--- config.mk ---
export PLATFORM = sky130hd
export DESIGN_NAME = imm_dec_ctrl
export DESIGN_NICKNAME = d
export VERILOG_FILES = /design/src/rtl/imm_dec_ctrl.sv
export SDC_FILE = /design/constraint.sdc
export NUM_CORES = 1
export LEC_CHECK = 0
export BUFFER_PORTS_ARGS = -buffer_cell sky130_fd_sc_hd__buf_4
export CORE_UTILIZATION = 54
export DETAILED_ROUTE_END_ITERATION = 16
export PLACE_DENSITY = 0.8
export RECOVER_POWER = 50
export SYNTH_ARGS = -nofsm -noshare
export SYNTH_HDL_FRONTEND = slang
export SYNTH_SLANG_ARGS = --single-unit
--- constraint.sdc ---
create_clock -name clk -period 2.4 [get_ports clk]
set_input_delay 0.48 -clock clk [delete_from_list [all_inputs] [get_ports clk]]
set_output_delay 0.48 -clock clk [all_outputs]
set_load 0.01 [all_outputs]
--- src/rtl/imm_dec_ctrl.sv ---
// Decode-stage skid buffer that pre-decodes the immediate-extend opcode.
// Optional ID_ILLEGAL_CHK_EN adds a registered illegal-instruction flag.
`ifndef CPU_WIDTH
`define CPU_WIDTH 32
`endif
`ifndef IMM_GEN_OP_WIDTH
`define IMM_GEN_OP_WIDTH 3
`endif
`ifndef IMM_GEN_I
`define IMM_GEN_I 3'b000
`endif
`ifndef IMM_GEN_S
`define IMM_GEN_S 3'b001
`endif
`ifndef IMM_GEN_B
`define IMM_GEN_B 3'b010
`endif
`ifndef IMM_GEN_U
`define IMM_GEN_U 3'b011
`endif
`ifndef IMM_GEN_J
`define IMM_GEN_J 3'b100
`endif
`ifndef IMM_GEN_NONE
`define IMM_GEN_NONE 3'b111
`endif

module imm_dec_ctrl (
    input  logic                         clk,
    input  logic                         rst,
    input  logic                         flush,
    input  logic                         if_valid,
    output logic                         if_ready,
    input  logic [`CPU_WIDTH-1:0]        if_inst,
    input  logic [`CPU_WIDTH-1:0]        if_pc,
    output logic                         id_valid,
    input  logic                         id_ready,
    output logic [`CPU_WIDTH-1:0]        id_inst,
    output logic [`CPU_WIDTH-1:0]        id_pc,
    output logic [`IMM_GEN_OP_WIDTH-1:0] id_imm_gen_op,
    output logic                         id_illegal
);

    typedef enum logic [1:0] {
        EMPTY = 2'b00,
        ONE   = 2'b01,
        FULL  = 2'b10
    } state_t;

    localparam logic [6:0] OP_LOAD   = 7'b0000011;
    localparam logic [6:0] OP_IMM    = 7'b0010011;
    localparam logic [6:0] OP_JALR   = 7'b1100111;
    localparam logic [6:0] OP_STORE  = 7'b0100011;
    localparam logic [6:0] OP_BRANCH = 7'b1100011;
    localparam logic [6:0] OP_JAL    = 7'b1101111;
    localparam logic [6:0] OP_LUI    = 7'b0110111;
    localparam logic [6:0] OP_AUIPC  = 7'b0010111;
    localparam logic [6:0] OP_REG    = 7'b0110011;
    localparam logic [6:0] OP_FENCE  = 7'b0001111;
    localparam logic [6:0] OP_SYSTEM = 7'b1110011;

    state_t                         r_state;
    logic                           r_if_ready;
    logic                           r_id_valid;
    logic [`CPU_WIDTH-1:0]          r_main_inst;
    logic [`CPU_WIDTH-1:0]          r_main_pc;
    logic [`IMM_GEN_OP_WIDTH-1:0]   r_main_op;
    logic [`CPU_WIDTH-1:0]          r_skid_inst;
    logic [`CPU_WIDTH-1:0]          r_skid_pc;
    logic [`IMM_GEN_OP_WIDTH-1:0]   r_skid_op;

    logic                           w_in_hs;
    logic                           w_out_hs;
    logic [`IMM_GEN_OP_WIDTH-1:0]   w_dec_op;
    logic                           w_known;

    assign w_in_hs  = if_valid & r_if_ready;
    assign w_out_hs = r_id_valid & id_ready;

    // Opcodes ending in anything but 2'b11 fall into the default arm.
    always_comb begin
        w_dec_op = `IMM_GEN_NONE;
        w_known  = 1'b1;
        case (if_inst[6:0])
            OP_LOAD, OP_IMM, OP_JALR: w_dec_op = `IMM_GEN_I;
            OP_STORE:                 w_dec_op = `IMM_GEN_S;
            OP_BRANCH:                w_dec_op = `IMM_GEN_B;
            OP_JAL:                   w_dec_op = `IMM_GEN_J;
            OP_LUI, OP_AUIPC:         w_dec_op = `IMM_GEN_U;
            OP_REG, OP_FENCE,
            OP_SYSTEM:                w_dec_op = `IMM_GEN_NONE;
            default: begin
                w_dec_op = `IMM_GEN_NONE;
                w_known  = 1'b0;
            end
        endcase
    end

`ifdef ID_ILLEGAL_CHK_EN
    logic r_main_ill;
    logic r_skid_ill;
    logic w_dec_ill;

    assign w_dec_ill  = ~w_known | (if_inst[1:0] != 2'b11);
    assign id_illegal = r_main_ill;
`else
    logic w_unused;

    assign w_unused   = w_known;
    assign id_illegal = 1'b0;
`endif

    always_ff @(posedge clk) begin
        if (rst) begin
            r_state     <= EMPTY;
            r_if_ready  <= 1'b1;
            r_id_valid  <= 1'b0;
            r_main_inst <= '0;
            r_main_pc   <= '0;
            r_main_op   <= `IMM_GEN_NONE;
            r_skid_inst <= '0;
            r_skid_pc   <= '0;
            r_skid_op   <= `IMM_GEN_NONE;
`ifdef ID_ILLEGAL_CHK_EN
            r_main_ill  <= 1'b0;
            r_skid_ill  <= 1'b0;
`endif
        end else if (flush) begin
            r_state    <= EMPTY;
            r_if_ready <= 1'b1;
            r_id_valid <= 1'b0;
        end else begin
            case (r_state)
                EMPTY: begin
                    if (w_in_hs) begin
                        r_main_inst <= if_inst;
                        r_main_pc   <= if_pc;
                        r_main_op   <= w_dec_op;
`ifdef ID_ILLEGAL_CHK_EN
                        r_main_ill  <= w_dec_ill;
`endif
                        r_state     <= ONE;
                        r_id_valid  <= 1'b1;
                    end
                end
                ONE: begin
                    unique case ({w_in_hs, w_out_hs})
                        2'b10: begin
                            r_skid_inst <= if_inst;
                            r_skid_pc   <= if_pc;
                            r_skid_op   <= w_dec_op;
`ifdef ID_ILLEGAL_CHK_EN
                            r_skid_ill  <= w_dec_ill;
`endif
                            r_state     <= FULL;
                            r_if_ready  <= 1'b0;
                        end
                        2'b01: begin
                            r_state    <= EMPTY;
                            r_id_valid <= 1'b0;
                        end
                        2'b11: begin
                            r_main_inst <= if_inst;
                            r_main_pc   <= if_pc;
                            r_main_op   <= w_dec_op;
`ifdef ID_ILLEGAL_CHK_EN
                            r_main_ill  <= w_dec_ill;
`endif
                        end
                        default: begin
                        end
                    endcase
                end
                FULL: begin
                    // if_ready is low here, so only the drain side can move
                    if (w_out_hs) begin
                        r_main_inst <= r_skid_inst;
                        r_main_pc   <= r_skid_pc;
                        r_main_op   <= r_skid_op;
`ifdef ID_ILLEGAL_CHK_EN
                        r_main_ill  <= r_skid_ill;
`endif
                        r_state     <= ONE;
                        r_if_ready  <= 1'b1;
                    end
                end
                default: begin
                    r_state    <= EMPTY;
                    r_if_ready <= 1'b1;
                    r_id_valid <= 1'b0;
                end
            endcase
        end
    end

    assign if_ready      = r_if_ready;
    assign id_valid      = r_id_valid;
    assign id_inst       = r_main_inst;
    assign id_pc         = r_main_pc;
    assign id_imm_gen_op = r_main_op;

endmodule

# == After elaboration in Yosys (flattened, before gate mapping) ==
# Cells that the tools add are included.
# totals
reg_bits,138
in_bits,69
out_inout_bits,70
elab_cells,66
# op_classes
n_eq_ne,19
muxes,23
bitwise,5
n_reduce_logical,10
# ops
op,n
32-bit two-way mux,6
32-bit one-hot mux with 3 select lines,2
7-bit equality test (second input constant),3
3-bit one-hot mux with 5 select lines,1
7-bit by 5-bit equality test with 1-bit output (second input constant),2
7-bit by 6-bit equality test with 1-bit output (second input constant),2
3-bit AND reduction,4
3-bit two-way mux,3
3-bit one-hot mux with 3 select lines,1
7-bit by 2-bit equality test with 1-bit output (second input constant),1
2-bit equality test (second input constant),3
2-bit != test (second input constant),3
1-bit one-hot mux with 3 select lines,2
2-bit one-hot mux with 3 select lines,1
5-bit AND reduction,1
2-bit by 1-bit equality test with 1-bit output (second input constant),2
1-bit two-way mux,4
2-bit two-way mux,2
2-bit by 1-bit != test with 1-bit output (second input constant),2
2-bit one-hot mux with 2 select lines,1
2-bit OR reduction,2
3-bit by 2-bit != test with 1-bit output (second input constant),1
1-bit NOT,3
3-bit nonzero test,1
other kinds (3),4

# == Longest topological paths before layout ==
# logic_depth
word_depth,5
depth_mapped,9
ltp_nobuf,4

# == Worst setup path after synthesis ==
# OpenSTA, ideal clock, no wires.
# synth_timing
kind,input port to flip-flop
start,input if_valid
end,register r_main_op[1] (netlist: id_imm_gen_op[1])
setup_ps,122
arrival_ps,1729
t_required_ps,2278
setup_slack_ps,549
path_stages,7
n_path_buf,3
path_cell_list,nand4_1 o211a_1 buf_6 or2_1 clkbuf_1 buf_6 a221o_1
# synth_between
elab_chain_len,4
# synth_rtl
item,line,rtl
start: declaration,32,"input logic if_valid,"
1-bit AND *,77,assign w_in_hs = if_valid & r_if_ready;
2-bit equality test,147,"unique case ({w_in_hs, w_out_hs})"
2-bit by 1-bit != test with 1-bit output (no line),-,
5-bit AND reduction (no line) *,-,
end signal: assignment,138,r_main_op <= w_dec_op;
end signal: assignment,165,r_main_op <= w_dec_op;
end signal: assignment,179,r_main_op <= r_skid_op;
end: declaration,67,logic [`IMM_GEN_OP_WIDTH-1:0] r_main_op;
# Every way passes the cells marked *; elsewhere a longest branch is shown, timed or not.
# A chain may end at the register's enable or synchronous reset.

# == Worst setup path after layout ==
# layout_timing
start,register r_state[0]
end,register r_skid_pc[5]
# layout_between
elab_chain_len,2
# layout_rtl
item,line,rtl
start: declaration,62,state_t r_state;
start signal: assignment,115,r_state <= EMPTY;
start signal: assignment,129,r_state <= EMPTY;
start signal: assignment,142,r_state <= ONE;
2-bit by 1-bit equality test with 1-bit output,133,case (r_state)
3-bit AND reduction (no line),-,
end signal: assignment,150,r_skid_pc <= if_pc;
end: declaration,69,logic [`CPU_WIDTH-1:0] r_skid_pc;
# Every way passes these cells.

==> flow_summary.toml <==
[min_path]
hold_start = "id_ready"
holdCritPathClass = "input pin to flip-flop"
hold_depth = 2
hold_end = "r_state[1]$_SDFFE_PP0P_"

[global_routing]
grtUsageTotal_pct = 29.6
antenna_found_initial = 0
grt_pass1_wl_microns = 26800
grt_pass1_vias = 5698
grt-ovfl-total = 0
grt_max_degree = 70

[detailed_routing]
vias_per_cell = 6.09
dr_total_vias = 5917
final_antenna_net_count = 0
routedWlPerCell_microns = 17.2
drtIter0Drc = 464
drt-total-wl_microns = 16700
dr.pass1.iters = 5
drc = 0

[sta]
slew_headroom_pct = 40.7
worst_hold_slack_ns = 0.203
hold_viol = 0
finalWorstPathRequiredPeriod_ns = 2.28
skew_ns = 0.00279
setup_viol = 0
fmax_mhz = 439
min_period_over_period_pct = 95.0
rsz0062_at_grt = "no"
final-max-slew-violation-count = 0
worstMarginPinSlew_ns = 0.890
tns_ns = 0

[cts]
htreeDepth = 4
cts_setup_buffers = 0
cts_hold_buf = 0
clk_latency_ns = 0.53
cts_tree = "built"
post_cts_resized = 0
cts_buffers = 17
cts.sinks = 138
clk_pin_slew_ns = 0.06
root_buffer = "clkbuf_8"
clockBufferDepth = 2

[worst_setup_path]
worst_path_max_delay_cell = "clkbuf_1"
cpPeakStageDelay_ns = 0.70
rr_startpoint = "r_state[0]$_SDFFE_PP0P_"
critPathCaptureType = "flip-flop"
start_kind = "flip-flop"
r2r_end = "r_skid_pc[5]$_SDFFE_PP0P_"
crit_chain = "nor2b_1, and4_1, clkbuf_1, nand2_1, a21oi_1"
startpoint = "r_state[0]$_SDFFE_PP0P_"
critPathRequiredTime_ns = 2.86
r2r_cells = 5
rrSetupSlack_ns = 0.12
arrival_ns = 2.74
critical_path_class = "flip-flop to flip-flop"
worst-path-max-fanout = 18

[pwr]
power.switching_mw = 1.30
p_int_mw = 4.10
p_sw_share_pct = 24.0
pwr-share-comb_pct = 9.6
vdd_ir_drop_max_v = 0.000520
total_leakage_power_nw = 2.67
pwr_density_cell_nw_per_um2 = 745
p_clk_share_pct = 45.6
pwr-share-seq_pct = 44.9

[floorplan]
ioPinCount = 139
die_w_microns = 107
die_h_microns = 107
rows = 37
dieArea_sq_um = 11400
core_area_sq_um = 10500
start_util_pct = 56.5

[finish]
diodes = 0
final_util_pct = 69.2
drive_gt1_share_pct = 18.1
final_cell_area_sq_um = 7240
nets = 892
syn_to_final_growth_pct = 22.5

[run]
maxCapViolations = 0

[placed_design]
gp_congestion = 0.842
dpl-instance-area_sq_um = 6970
dpl.hpwl_microns = 10300
io_buffer_count = 137

[synth]
synth_cell_type_count = 43
ys_seq_elements = 138
synth.area.top_cells = "dfxtp_1 47%, nand2_1 17%, a2111oi_0 9.6%"
avgSynthCellArea_sq_um = 8.15
syn-num-nets = 794
syn_area_sq_um = 5910
seq_area_frac_synth_pct = 46.7
yosys_warnings = 0
synth_largest_area_cell = "dfxtp_1"
yosysTopAreaCellShare_pct = 46.7
synth_top_flop_cell = "dfxtp_1"
synth-edff-count = 0
async_reset_ff_share_pct = 0
synth_cells = 725

[run_status]
outcome = "completed"
worst max-delay path, delay by kind of cell, from the launching register on:
family	cells	cell delay (ns)
buffers and inverters	1	0.70
flip-flops	1	0.53
AND/OR/NAND/NOR	3	0.81
AO/OA/AOI/OAI	1	0.16
routing by layer:
metal | track usage [%] | part of all wire, %
met2 | 50.5 | 51
met1 | 34.8 | 41
met4 | 11.7 | 1.4
met5 | 0 | 0
met3 | 8.94 | 7.3
placed cells by master, fill, tap and decap left out, drive strengths merged, types with 3 or more instances in the layout:
| master | instances |
|---|---|
| clkbuf | 95 |
| nor3 | 3 |
| a31o | 64 |
| o21ai | 3 |
| clkinv | 6 |
| dfxtp | 138 |
| a21oi | 67 |
| nand2 | 263 |
| a2111oi | 65 |
| inv | 5 |
| buf | 83 |
| nor2b | 3 |
synth_stat cells (2+ instances only):
cell,instances
a21o_1,2
buf_1,2
a2111oi_0,65
a211o_1,2
a31oi_1,2
a211oi_1,2
nand3b_1,2
nor2b_1,3
a31o_1,32
clkbuf_1,53
nand4_1,2
a21oi_1,67
o21ai_0,3
nor2_1,2
nand2_1,263
buf_2,16
nand4b_1,2
inv_1,5
buf_6,5
nor3_1,3
nand2b_1,2
a31o_2,32
dfxtp_1,138
power by group through the flow:
stage	registers [mW]	logic [mW]	clock network (mW)
CTS	2.42	0.562	2.48
detailed placement	2.47	0.558	0
global placement	2.46	0.542	0
global route	2.43	0.559	2.59
finish	2.42	0.515	2.46
floorplan	2.49	0.257	0
state kept, by name, summed over array words and instances (netlist names):
register,count
id_inst,32
r_skid_inst,32
id_valid,1
r_state,2
id_imm_gen_op,3
r_skid_pc,32
if_ready,1
id_pc,32
r_skid_op,3
logic make-up after synthesis:
logic type	Yosys count	synth area share (%)
other	1	0.0635
DFF	138	46.7
AOI/OAI and AO/OA	216	27.4
buffers and inverters	82	6.25
muxes	1	0.169
and+or+nand+nor	287	19.4
how the worst max path moves through the flow:
stage	depth (start not counted)	end
2_1_floorplan	7	id_imm_gen_op[1]$_SDFFE_PP1P_
3_3_place_gp	6	id_inst[14]$_SDFFE_PP0P_
3_5_place_dp	5	id_inst[30]$_SDFFE_PP0P_
4_1_cts	5	id_inst[30]$_SDFFE_PP0P_
5_1_grt	5	r_skid_pc[5]$_SDFFE_PP0P_
6_report	5	r_skid_pc[5]$_SDFFE_PP0P_
stage by stage:
step                worst slack (ns)  total power [mW]  cells
floorplan                      0.549              2.75    725
global placement               0.372              3.01    940
detailed placement             0.280              3.03    940
CTS                            0.245              5.46    971
global route                  0.0603              5.58    971
finish                         0.120              5.39    971
cell type report:
type	instances	area, sq um
flip-flops and latches	138	2760
clock buffers	22	453
repair buffers	156	952
well taps	136	170
multi-input cells	505	2790
inverters	5	18.8
clock inverters	9	97.6
fillers	882	3220
No activity file was read; power rests on OpenSTA's default activity.
